**src/rtl/ddr_reset_seq_pkg.sv**
```systemverilog
// Shared types and helpers for the DDR reset/calibration sequencer.
package ddr_reset_seq_pkg;

  // Per-channel sequencer states
  typedef enum logic [2:0] {
    GL_RST    = 3'd0,
    WAIT_LOCK = 3'd1,
    SW_RST    = 3'd2,
    WAIT_CAL  = 3'd3,
    READY_DLY = 3'd4,
    READY     = 3'd5,
    FAIL      = 3'd6
  } state_t;

  // Width of each channel's retry counter field
  localparam int RETRY_W = 4;

  // Timer width: one bit more than needed for the largest duration
  function automatic int timer_width(input int t0, input int t1, input int t2, input int t3);
    int m;
    m = t0;
    m = (t1 > m) ? t1 : m;
    m = (t2 > m) ? t2 : m;
    m = (t3 > m) ? t3 : m;
    return $clog2(m) + 1;
  endfunction

endpackage

```
**src/rtl/ddr_reset_seq_ch.sv**
```systemverilog
// One DDR channel: input synchronisers, sequencing FSM, timer and retry counter.
// Optional calibration watchdog enabled by DDR_RESET_SEQ_CAL_TIMEOUT_EN.
module ddr_reset_seq_ch
  import ddr_reset_seq_pkg::*;
#(
  parameter int GLOBAL_RESET_TIME = 8_000_000,
  parameter int SOFT_RESET_TIME   = 8_000_000,
  parameter int READY_DELAY       = 16,
  parameter int MAX_RETRIES       = 3,
  parameter int CAL_TIMEOUT       = 50_000_000
) (
  input  logic               clk,
  input  logic               rst_n,
  input  logic               pll_locked,
  input  logic               local_cal_success,
  input  logic               local_cal_fail,
  input  logic               restart,
  output logic               ddr_locked,
  output logic               gl_reset_n,
  output logic               sw_reset_n,
  output logic               ready,
  output logic               fail,
  output logic [RETRY_W-1:0] retry_count
);

  localparam int TW = timer_width(GLOBAL_RESET_TIME, SOFT_RESET_TIME, READY_DELAY, CAL_TIMEOUT);
  localparam logic [TW-1:0]      GRT_LAST = TW'(GLOBAL_RESET_TIME - 1);
  localparam logic [TW-1:0]      SRT_LAST = TW'(SOFT_RESET_TIME - 1);
  localparam logic [TW-1:0]      RDY_LAST = TW'(READY_DELAY - 1);
  localparam logic [TW-1:0]      CAL_LAST = TW'(CAL_TIMEOUT - 1);
  localparam logic [TW-1:0]      TIMER_ONE = TW'(1);
  localparam logic [RETRY_W-1:0] MAX_R    = RETRY_W'(MAX_RETRIES);
`ifdef DDR_RESET_SEQ_CAL_TIMEOUT_EN
  localparam logic WDOG_EN = 1'b1;
`else
  localparam logic WDOG_EN = 1'b0;
`endif

  logic [1:0]         lock_sync_r, succ_sync_r, cfail_sync_r;
  logic               lock_s, succ_s, cfail_s, timeout_s, counting_s;
  state_t             state_r, state_next_s, retry_state_s;
  logic [TW-1:0]      timer_r, timer_next_s;
  logic [RETRY_W-1:0] retry_r, retry_next_s, retry_inc_s;

  // Two-flop synchronisers for the asynchronous controller status inputs
  always_ff @(posedge clk or negedge rst_n) begin
    if (!rst_n) begin
      lock_sync_r  <= 2'b00;
      succ_sync_r  <= 2'b00;
      cfail_sync_r <= 2'b00;
    end else begin
      lock_sync_r  <= {lock_sync_r[0], pll_locked};
      succ_sync_r  <= {succ_sync_r[0], local_cal_success};
      cfail_sync_r <= {cfail_sync_r[0], local_cal_fail};
    end
  end

  assign lock_s     = lock_sync_r[1];
  assign succ_s     = succ_sync_r[1];
  assign cfail_s    = cfail_sync_r[1];
  assign ddr_locked = lock_sync_r[1];
  assign retry_count = retry_r;

  // Next state, retry bookkeeping and timer; restart > lock loss > cfail > succ
  always_comb begin
    state_next_s  = state_r;
    retry_next_s  = retry_r;
    timer_next_s  = timer_r;
    timeout_s     = WDOG_EN && (state_r == WAIT_CAL) && (timer_r == CAL_LAST);
    // A failed attempt retries while budget remains, otherwise gives up
    retry_state_s = (retry_r < MAX_R) ? SW_RST : FAIL;
    retry_inc_s   = (retry_r < MAX_R) ? (retry_r + 4'd1) : retry_r;

    if (restart) begin
      state_next_s = GL_RST;
      retry_next_s = 4'd0;
    end else if (!lock_s && (state_r != GL_RST) && (state_r != WAIT_LOCK) && (state_r != FAIL)) begin
      state_next_s = GL_RST;
    end else begin
      case (state_r)
        GL_RST: begin
          if (timer_r == GRT_LAST) state_next_s = WAIT_LOCK;
          else                     state_next_s = GL_RST;
        end
        WAIT_LOCK: begin
          if (lock_s) state_next_s = SW_RST;
          else        state_next_s = WAIT_LOCK;
        end
        SW_RST: begin
          if (timer_r == SRT_LAST) state_next_s = WAIT_CAL;
          else                     state_next_s = SW_RST;
        end
        WAIT_CAL: begin
          if (cfail_s || timeout_s) begin
            state_next_s = retry_state_s;
            retry_next_s = retry_inc_s;
          end else if (succ_s) begin
            state_next_s = READY_DLY;
          end else begin
            state_next_s = WAIT_CAL;
          end
        end
        READY_DLY: begin
          if (cfail_s || !succ_s) begin
            state_next_s = retry_state_s;
            retry_next_s = retry_inc_s;
          end else if (timer_r == RDY_LAST) begin
            state_next_s = READY;
          end else begin
            state_next_s = READY_DLY;
          end
        end
        READY: begin
          if (cfail_s || !succ_s) begin
            state_next_s = retry_state_s;
            retry_next_s = retry_inc_s;
          end else begin
            state_next_s = READY;
          end
        end
        FAIL:    state_next_s = FAIL;
        default: state_next_s = GL_RST;
      endcase
    end

    // Timer restarts on every state entry and only runs in timed states
    counting_s = (state_r == GL_RST) || (state_r == SW_RST) || (state_r == READY_DLY) ||
                 (WDOG_EN && (state_r == WAIT_CAL));
    if (restart || (state_next_s != state_r)) timer_next_s = '0;
    else if (counting_s)                      timer_next_s = timer_r + TIMER_ONE;
    else                                      timer_next_s = '0;
  end

  // State, timer and retry registers
  always_ff @(posedge clk or negedge rst_n) begin
    if (!rst_n) begin
      state_r <= GL_RST;
      timer_r <= '0;
      retry_r <= 4'd0;
    end else begin
      state_r <= state_next_s;
      timer_r <= timer_next_s;
      retry_r <= retry_next_s;
    end
  end

  // Output flags decoded from the next state so they switch with the state register
  always_ff @(posedge clk or negedge rst_n) begin
    if (!rst_n) begin
      gl_reset_n <= 1'b0;
      sw_reset_n <= 1'b0;
      ready      <= 1'b0;
      fail       <= 1'b0;
    end else begin
      gl_reset_n <= (state_next_s != GL_RST);
      sw_reset_n <= (state_next_s == WAIT_CAL) || (state_next_s == READY_DLY) ||
                    (state_next_s == READY);
      ready      <= (state_next_s == READY);
      fail       <= (state_next_s == FAIL);
    end
  end

endmodule

```
**src/rtl/ddr_reset_seq.sv**
```systemverilog
// Multi-channel DDR reset and calibration sequencer top level.
// Define DDR_RESET_SEQ_CAL_TIMEOUT_EN to enable the per-channel calibration watchdog.
module ddr_reset_seq
  import ddr_reset_seq_pkg::*;
#(
  parameter int CHANNELS          = 2,
  parameter int GLOBAL_RESET_TIME = 8_000_000,
  parameter int SOFT_RESET_TIME   = 8_000_000,
  parameter int READY_DELAY       = 16,
  parameter int MAX_RETRIES       = 3,
  parameter int CAL_TIMEOUT       = 50_000_000
) (
  input  logic                  clk,
  input  logic                  reset_n,
  input  logic [CHANNELS-1:0]   pll_locked,
  input  logic [CHANNELS-1:0]   local_cal_success,
  input  logic [CHANNELS-1:0]   local_cal_fail,
  input  logic [CHANNELS-1:0]   restart,
  output logic [CHANNELS-1:0]   ddr_locked,
  output logic [CHANNELS-1:0]   gl_reset_n,
  output logic [CHANNELS-1:0]   sw_reset_n,
  output logic [CHANNELS-1:0]   ready,
  output logic [CHANNELS-1:0]   fail,
  output logic                  all_ready,
  output logic [4*CHANNELS-1:0] retry_count
);

  logic [1:0] rst_sync_r;
  logic       rst_int_n_s;

  // Reset synchroniser: asserts asynchronously, releases after two clock edges
  always_ff @(posedge clk or negedge reset_n) begin
    if (!reset_n) rst_sync_r <= 2'b00;
    else          rst_sync_r <= {rst_sync_r[0], 1'b1};
  end

  assign rst_int_n_s = rst_sync_r[1];

  for (genvar i = 0; i < CHANNELS; i++) begin : g_ch
    ddr_reset_seq_ch #(
      .GLOBAL_RESET_TIME (GLOBAL_RESET_TIME),
      .SOFT_RESET_TIME   (SOFT_RESET_TIME),
      .READY_DELAY       (READY_DELAY),
      .MAX_RETRIES       (MAX_RETRIES),
      .CAL_TIMEOUT       (CAL_TIMEOUT)
    ) u_ch (
      .clk               (clk),
      .rst_n             (rst_int_n_s),
      .pll_locked        (pll_locked[i]),
      .local_cal_success (local_cal_success[i]),
      .local_cal_fail    (local_cal_fail[i]),
      .restart           (restart[i]),
      .ddr_locked        (ddr_locked[i]),
      .gl_reset_n        (gl_reset_n[i]),
      .sw_reset_n        (sw_reset_n[i]),
      .ready             (ready[i]),
      .fail              (fail[i]),
      .retry_count       (retry_count[RETRY_W*i +: RETRY_W])
    );
  end

  // Combined ready flag, registered so it trails the channel flags by one cycle
  always_ff @(posedge clk or negedge rst_int_n_s) begin
    if (!rst_int_n_s) all_ready <= 1'b0;
    else              all_ready <= &ready;
  end

endmodule

```
**config.mk**
```make
export PLATFORM = sky130hd
export DESIGN_NAME = ddr_reset_seq
export DESIGN_NICKNAME = d
export VERILOG_FILES = /design/src/rtl/ddr_reset_seq_pkg.sv /design/src/rtl/ddr_reset_seq_ch.sv /design/src/rtl/ddr_reset_seq.sv
export SDC_FILE = /design/constraint.sdc
export NUM_CORES = 1
export LEC_CHECK = 0
export BUFFER_PORTS_ARGS = -buffer_cell sky130_fd_sc_hd__buf_2
export CORE_ASPECT_RATIO = 1.75
export CORE_MARGIN = 2
export CORE_UTILIZATION = 29
export DETAILED_ROUTE_END_ITERATION = 12
export GPL_TIMING_DRIVEN = 0
export PLACE_DENSITY = 0.46
export RECOVER_POWER = 50
export SYNTH_ARGS = -nofsm -noshare
export SYNTH_HDL_FRONTEND = slang
export SYNTH_SLANG_ARGS = --single-unit
```
**constraint.sdc**
```tcl
create_clock -name clk -period 3.6 [get_ports clk]
set_input_delay 0.18 -clock clk [delete_from_list [all_inputs] [get_ports clk]]
set_output_delay 0.18 -clock clk [all_outputs]
set_load 0.01 [all_outputs]
```
# After elaboration in Yosys (flattened, before gate mapping)

Cells that the tools add are included.

Bits in registers: 91
Input port bits: 10
Output and inout bits: 19
Logic and storage cells: 139

Add/subtract/negate cells: 4
Order comparisons: 2
Equality and inequality tests: 36
Multiplexer cells: 40
Reduce and logical (&&, ||, !) cells: 35

Operators by type and width:

| operator                                              | number |
|---|---|
| two-way mux 27 bit                                    | 4 |
| adder 27 x 1 -> 27 bit, second input constant         | 2 |
| equality test 27 x 23 -> 1 bit, second input constant | 2 |
| equality test 27 x 4 -> 1 bit, second input constant  | 2 |
| two-way mux 3 bit                                     | 14 |
| one-hot mux 3 bit (7 select lines)                    | 2 |
| two-way mux 4 bit                                     | 10 |
| equality test 3 bit, second input constant            | 12 |
| equality test 3 x 2 -> 1 bit, second input constant   | 6 |
| nonzero test 3 bit                                    | 6 |
| one-hot mux 4 bit (2 select lines)                    | 2 |
| logical OR 1 bit                                      | 12 |
| inequality test 3 x 1 -> 1 bit, second input constant | 4 |
| adder 4 x 1 -> 4 bit, second input constant           | 2 |
| < comparator 4 x 2 -> 1 bit, second input constant    | 2 |
| AND reduction 4 bit                                   | 2 |
| equality test 3 x 1 -> 1 bit, second input constant   | 2 |
| logical AND 1 bit                                     | 6 |
| logical NOT 3 bit                                     | 2 |
| two-way mux 1 bit                                     | 6 |
| inequality test 3 x 2 -> 1 bit, second input constant | 2 |
| inequality test 3 bit                                 | 2 |
| inequality test 3 bit, second input constant          | 2 |
| logical NOT 1 bit                                     | 4 |
| other kinds (4)                                       | 7 |

# Longest topological paths before layout

Depth after elaboration: 9
Depth in mapped cells: 8
Depth with buffers taken out: 7

# Hierarchy

Synthesis repeated with hierarchy kept, for this count alone.

Cells, all modules: 435
Area, all modules: 4,456.8 um2

Modules (own cells, without submodules):

| module           | times used | cells each | area each (um2) | seq. area each (um2) |
|---|---|---|---|---|
| ddr_reset_seq_ch | 2          | 215        | 2,185.8         | 1,101.1 |
| ddr_reset_seq    | 1          | 5          | 85.1            | 75.1 |

# Least setup slack after synthesis

Ideal clock, no wire load.

Kind: register to register
Start: register g_ch[0].u_ch.retry_r[0]
End: register g_ch[0].u_ch.timer_r[19]
Setup time: 0.119 ns
Arrival time: 1.994 ns
Data required time: 3.481 ns
Path slack: 1.487 ns
Cell stages (with the launch flop): 9
Path buffers: 1
Clock period less this slack: 2.113 ns
Cell sequence: dfrtp_1 -> ha_1 -> or3_1 -> nor2_1 -> nor2_1 -> and4b_4 -> o32ai_4 -> buf_6 -> nor2_1

Longest elaborated chain between the ends: 9
Elaborated cells between the ends (all ways): 11
Those cells by class: order compare: 1; eq/ne: 1; mux: 8; reduce/logical: 1

RTL lines:

| element                                | line                                                                     | text |
|---|---|---|
| from (decl)                            | ddr_reset_seq_ch.sv:43                                                   | `logic [RETRY_W-1:0] retry_r, retry_next_s, retry_inc_s;` |
| from (signal assigned)                 | ddr_reset_seq_ch.sv:143                                                  | `retry_r <= retry_next_s;` |
| < comparator 4 x 2 -> 1 bit (*)        | ddr_reset_seq_ch.sv:71                                                   | `retry_state_s = (retry_r < MAX_R) ? SW_RST : FAIL;` |
| two-way mux 3 bit (*)                  | ddr_reset_seq_ch.sv:71                                                   |  |
| two-way mux 3 bit (on tied branches)   | ddr_reset_seq_ch.sv:114, ddr_reset_seq_ch.sv:94, ddr_reset_seq_ch.sv:104 |  |
| one-hot mux 3 bit (7 select lines) (*) | ddr_reset_seq_ch.sv:80                                                   | `case (state_r)` |
| two-way mux 3 bit (*)                  | ddr_reset_seq_ch.sv:77                                                   | `end else if (!lock_s && (state_r != GL_RST) && (state_r != WAIT_LOCK) && (state_r != FAIL)) begin` |
| two-way mux 3 bit (*)                  | ddr_reset_seq_ch.sv:74                                                   | `if (restart) begin` |
| inequality test 3 bit (*)              | ddr_reset_seq_ch.sv:129                                                  | `if (restart \|\| (state_next_s != state_r)) timer_next_s = '0;` |
| logical OR 1 bit (*)                   | ddr_reset_seq_ch.sv:129                                                  |  |
| two-way mux 27 bit (*)                 | ddr_reset_seq_ch.sv:129                                                  |  |
| net g_ch[0].u_ch.timer_next_s[19]      | ddr_reset_seq_ch.sv:42                                                   | `logic [TW-1:0] timer_r, timer_next_s;` |
| to (signal assigned)                   | ddr_reset_seq_ch.sv:142                                                  | `timer_r <= timer_next_s;` |
| to (decl)                              | ddr_reset_seq_ch.sv:42                                                   |  |

The timed path passes the listed nets; every way through them passes the cells marked *.
A chain may end at the register's enable or synchronous reset.

# Final worst setup path

Start: register g_ch[1].u_ch.retry_r[0]
End: register g_ch[1].u_ch.timer_r[19]

Longest elaborated chain between the ends: 9
Elaborated cells between the ends (all ways): 11
Those cells by class: order compare: 1; eq/ne: 1; mux: 8; reduce/logical: 1

RTL lines:

| element                                | line                                                                     | text |
|---|---|---|
| from (decl)                            | ddr_reset_seq_ch.sv:43                                                   |  |
| from (signal assigned)                 | ddr_reset_seq_ch.sv:143                                                  |  |
| < comparator 4 x 2 -> 1 bit (*)        | ddr_reset_seq_ch.sv:71                                                   |  |
| two-way mux 3 bit (*)                  | ddr_reset_seq_ch.sv:71                                                   |  |
| two-way mux 3 bit (on tied branches)   | ddr_reset_seq_ch.sv:114, ddr_reset_seq_ch.sv:94, ddr_reset_seq_ch.sv:104 |  |
| one-hot mux 3 bit (7 select lines) (*) | ddr_reset_seq_ch.sv:80                                                   |  |
| two-way mux 3 bit (*)                  | ddr_reset_seq_ch.sv:77                                                   |  |
| two-way mux 3 bit (*)                  | ddr_reset_seq_ch.sv:74                                                   |  |
| net g_ch[1].u_ch.state_next_s[2]       | ddr_reset_seq_ch.sv:41                                                   | `state_t state_r, state_next_s, retry_state_s;` |
| inequality test 3 bit (*)              | ddr_reset_seq_ch.sv:129                                                  |  |
| logical OR 1 bit (*)                   | ddr_reset_seq_ch.sv:129                                                  |  |
| two-way mux 27 bit (*)                 | ddr_reset_seq_ch.sv:129                                                  |  |
| net g_ch[1].u_ch.timer_next_s[19]      | ddr_reset_seq_ch.sv:42                                                   |  |
| to (signal assigned)                   | ddr_reset_seq_ch.sv:142                                                  |  |
| to (decl)                              | ddr_reset_seq_ch.sv:42                                                   |  |

Marks and branches as above.

==> metrics.csv <==
metric,value,unit
synth_async_sr_flop_share,1.000,
clockBufferDepth,2,
avgSynthCellArea,9.800,sq um
synthMuxAreaShare,0.004560,
synth_top_family_by_area,simple AND/OR/NAND/NOR gates,
cts_buffers,9,
startpoint,g_ch[1].u_ch.retry_count[0],
finalSetupViolCount,0,
cp-start-kind,register,
num_io_pins,29,
synth_commonest_cells,"91 x dfrtp_1, 91 x nor2_1, 31 x nand2_1, 30 x xnor2_1, 23 x xor2_1",
hp-start,restart[0],
drive_gt1_frac,0.1303,
syn2layout_area_growth,17.75,%
seq_area_frac_synth,0.5187,
drt-initial-drc-count,150,
wl_per_cell,13.51,microns
synth-adder-area-share,0.01140,
worst_pin_slew,1.480,ns
vias_per_cell,4.755,
port_buffers,28,
ctsResizeCount,0,
htree_levels,3,
cts.sink_count,91,
hold_path_class,input port to register,
synth_enable_flop_cells,0,
dr.pass1.iters,4,
outcome,"finished, final reports clean",
grt_pass1_vias,3327,
finish.utilization,0.3484,
cts_tree,done,
dieArea,0.01618,sq mm
clk_latency,0.33,ns
fmax,428.1,MHz
cp.arrival,2.56,ns
skew,0.008508,ns
syn-cell-area,0.004390,sq mm
nets,509,
power.density,414.2,mW/mm^2
drt_wl_total,9.213,mm
synth_top_flop_cell,dfrtp_1,
synthCells,448,
ys_ff_latch,91,
yosysWarnings,0,
vdd_drop_max,0.0002488,V
p_int,1.693,mW
final_antenna_net_count,0,
clock_power_share,0.470,
path_clk_slew,0.07,ns
synth_area_leaders,"dfrtp_1 52%, nor2_1 7.8%, xnor2_1 6.0%",
path_class,register to register,
worst-path-max-fanout,10,
drc,0,
grt_overflow_total,0,
clock-root-buffer,clkbuf_16,
synthSimpleGateAreaFrac,0.2491,
die_w,97.01,microns
synth_compound_area_frac,0.05899,
grt_max_degree,57,
finalWorstSetupSlack,1.264,ns
vias,3243,
leakage,2.239,nW
gp_congestion,0.8364,
timing.final.hold_violations,0,
dp_hpwl,6.588,mm
dp_slack,1.229,ns
post-route-min-period,2.336,ns
syn-num-nets,462,
maxSlewViolCount,0,
r2r_start,g_ch[1].u_ch.retry_count[0],
worst_setup_path_end_kind,register,
grt_pass1_wl,16.39,mm
p_sw,0.4484,mW
synth_top_area_cell,dfrtp_1,
swShare,0.2094,
relSlewSlack,0.01317,
start_util,0.2959,
antenna_found_initial,0,
netlist.area_leader.share,0.5187,
rows,59,
grt.total_usage,0.1232,
rsz0062_at_grt,false,
core,0.01484,sq mm
seqPwrFrac,0.494,
diodes,0,
drv_cap,0,
synth.distinct_cells,49,
synthXorXnorAreaFrac,0.1057,
combPwrFrac,0.036,
finalCritPeriodShare,0.6489,
die_h,166.8,microns
required,3.82,ns
cell families (layout without fill, tap and decap cells):
logic type	after synthesis	after routing
other cells	1	1
mux	2	2
xor+xnor	53	53
compound gates	34	34
fa+ha+maj	4	4
buf+inv	38	89
simple gates	225	225
flops	91	91
worst max-delay path, cell delays in order (launching register included):
cell and delay [ns]:
dfrtp_1 0.41, ha_1 0.25, nor3_1 0.24, nand3b_1 0.10
a31o_2 0.25, and2_0 0.23, o211ai_2 0.47, buf_6 0.22
nor2_1 0.05
layout make-up:
class | instances | area (sq um)
buffer | 21 | 158.9
clock buffer | 11 | 242.7
clock inverter | 4 | 75.07
fill | 1504 | 9668
inverter | 17 | 63.81
multi-input combinational | 319 | 1891
sequential | 91 | 2277
tap | 183 | 229.0
timing repair buffer | 36 | 232.7
metrics by stage:
step / hold slack [ns] / area, sq um / power, mW / std cells / setup TNS (ns)
final: 0.09516 / 5170 / 2.141 / 682 / 0
after global routing: 0.09974 / 5170 / 2.237 / 682 / 0
after CTS: 0.08249 / 5179 / 2.184 / 682 / 0
after detailed placement: -0.02938 / 4791 / 1.151 / 660 / 0
after global placement: -0.03215 / 4760 / 1.146 / 659 / -20.61
after floorplan: -0.1156 / 4390 / 1.119 / 448 / 0
layout by cell type (no fill, tap or decap), drive strengths merged, types with 2 or more instances in the layout:
| master | n |
|---|---|
| a22oi | 2 |
| nor2b | 10 |
| nand4 | 13 |
| and4 | 4 |
| buf | 42 |
| a211oi | 2 |
| bufinv | 2 |
| o21ai | 5 |
| inv | 17 |
| nand2b | 3 |
| a21oi | 10 |
| clkbuf | 19 |
| nand2 | 31 |
| o32ai | 2 |
| nor4 | 11 |
| or4 | 2 |
| and3 | 8 |
| or3 | 3 |
| xor2 | 23 |
| mux2i | 2 |
| a31oi | 2 |
| dfrtp | 91 |
| o311ai | 2 |
| ha | 4 |
| clkinvlp | 2 |
| dlygate4sd3 | 7 |
| nand3b | 2 |
| xnor2 | 30 |
| nand3 | 20 |
| nor2 | 91 |
| and2 | 4 |
| or2 | 2 |
| nor3 | 18 |
path summary, 6_finish.rpt:
check,endpoint,slack (ns),cells after the start
setup / recovery,g_ch[1].u_ch.timer_r[19],1.26,8
hold / removal,g_ch[0].u_ch.retry_count[0],0.1,2
setup reg to reg,g_ch[1].u_ch.timer_r[19],1.26,8
hold reg to reg,rst_sync_r[1],0.35,0
max in group asynchronous,g_ch[1].u_ch.succ_sync_r[1],2.03,1
min in group asynchronous,rst_sync_r[0],0.16,2
timing repair:
action | CTS | global route
setup buffers | 0 | 0
hold buffers | 7 | 0
endpoints found under the hold margin | 8 | 0
registers in the layout, indices dropped and copies added, names as in the netlist:
register                count
g_ch.u_ch.timer_r          54
g_ch.u_ch.retry_count       8
g_ch.u_ch.state_r           6
g_ch.u_ch.cfail_sync_r      4
g_ch.u_ch.lock_sync_r       4
g_ch.u_ch.succ_sync_r       4
g_ch.u_ch.fail              2
g_ch.u_ch.gl_reset_n        2
g_ch.u_ch.ready             2
g_ch.u_ch.sw_reset_n        2
rst_sync_r                  2
all_ready                   1
routing by layer:
layer	track usage	share of wire	vias up
met3	0.02392	0.021	10
met4	0.04715	0.019	0
met2	0.2183	0.53	39
met1	0.1461	0.43	1602
li1	-	-	1592
met5	0	0	-
power by group through the flow:
stage / sequential (mW) / clock (mW) / combinational (mW)
finish: 1.06 / 1.01 / 0.0774
global route: 1.06 / 1.09 / 0.0890
CTS: 1.06 / 1.05 / 0.0799
detailed placement: 1.08 / 0 / 0.0736
global placement: 1.09 / 0 / 0.0575
floorplan: 1.08 / 0 / 0.0402
Note: power is estimated with default switching activity, not from simulation.
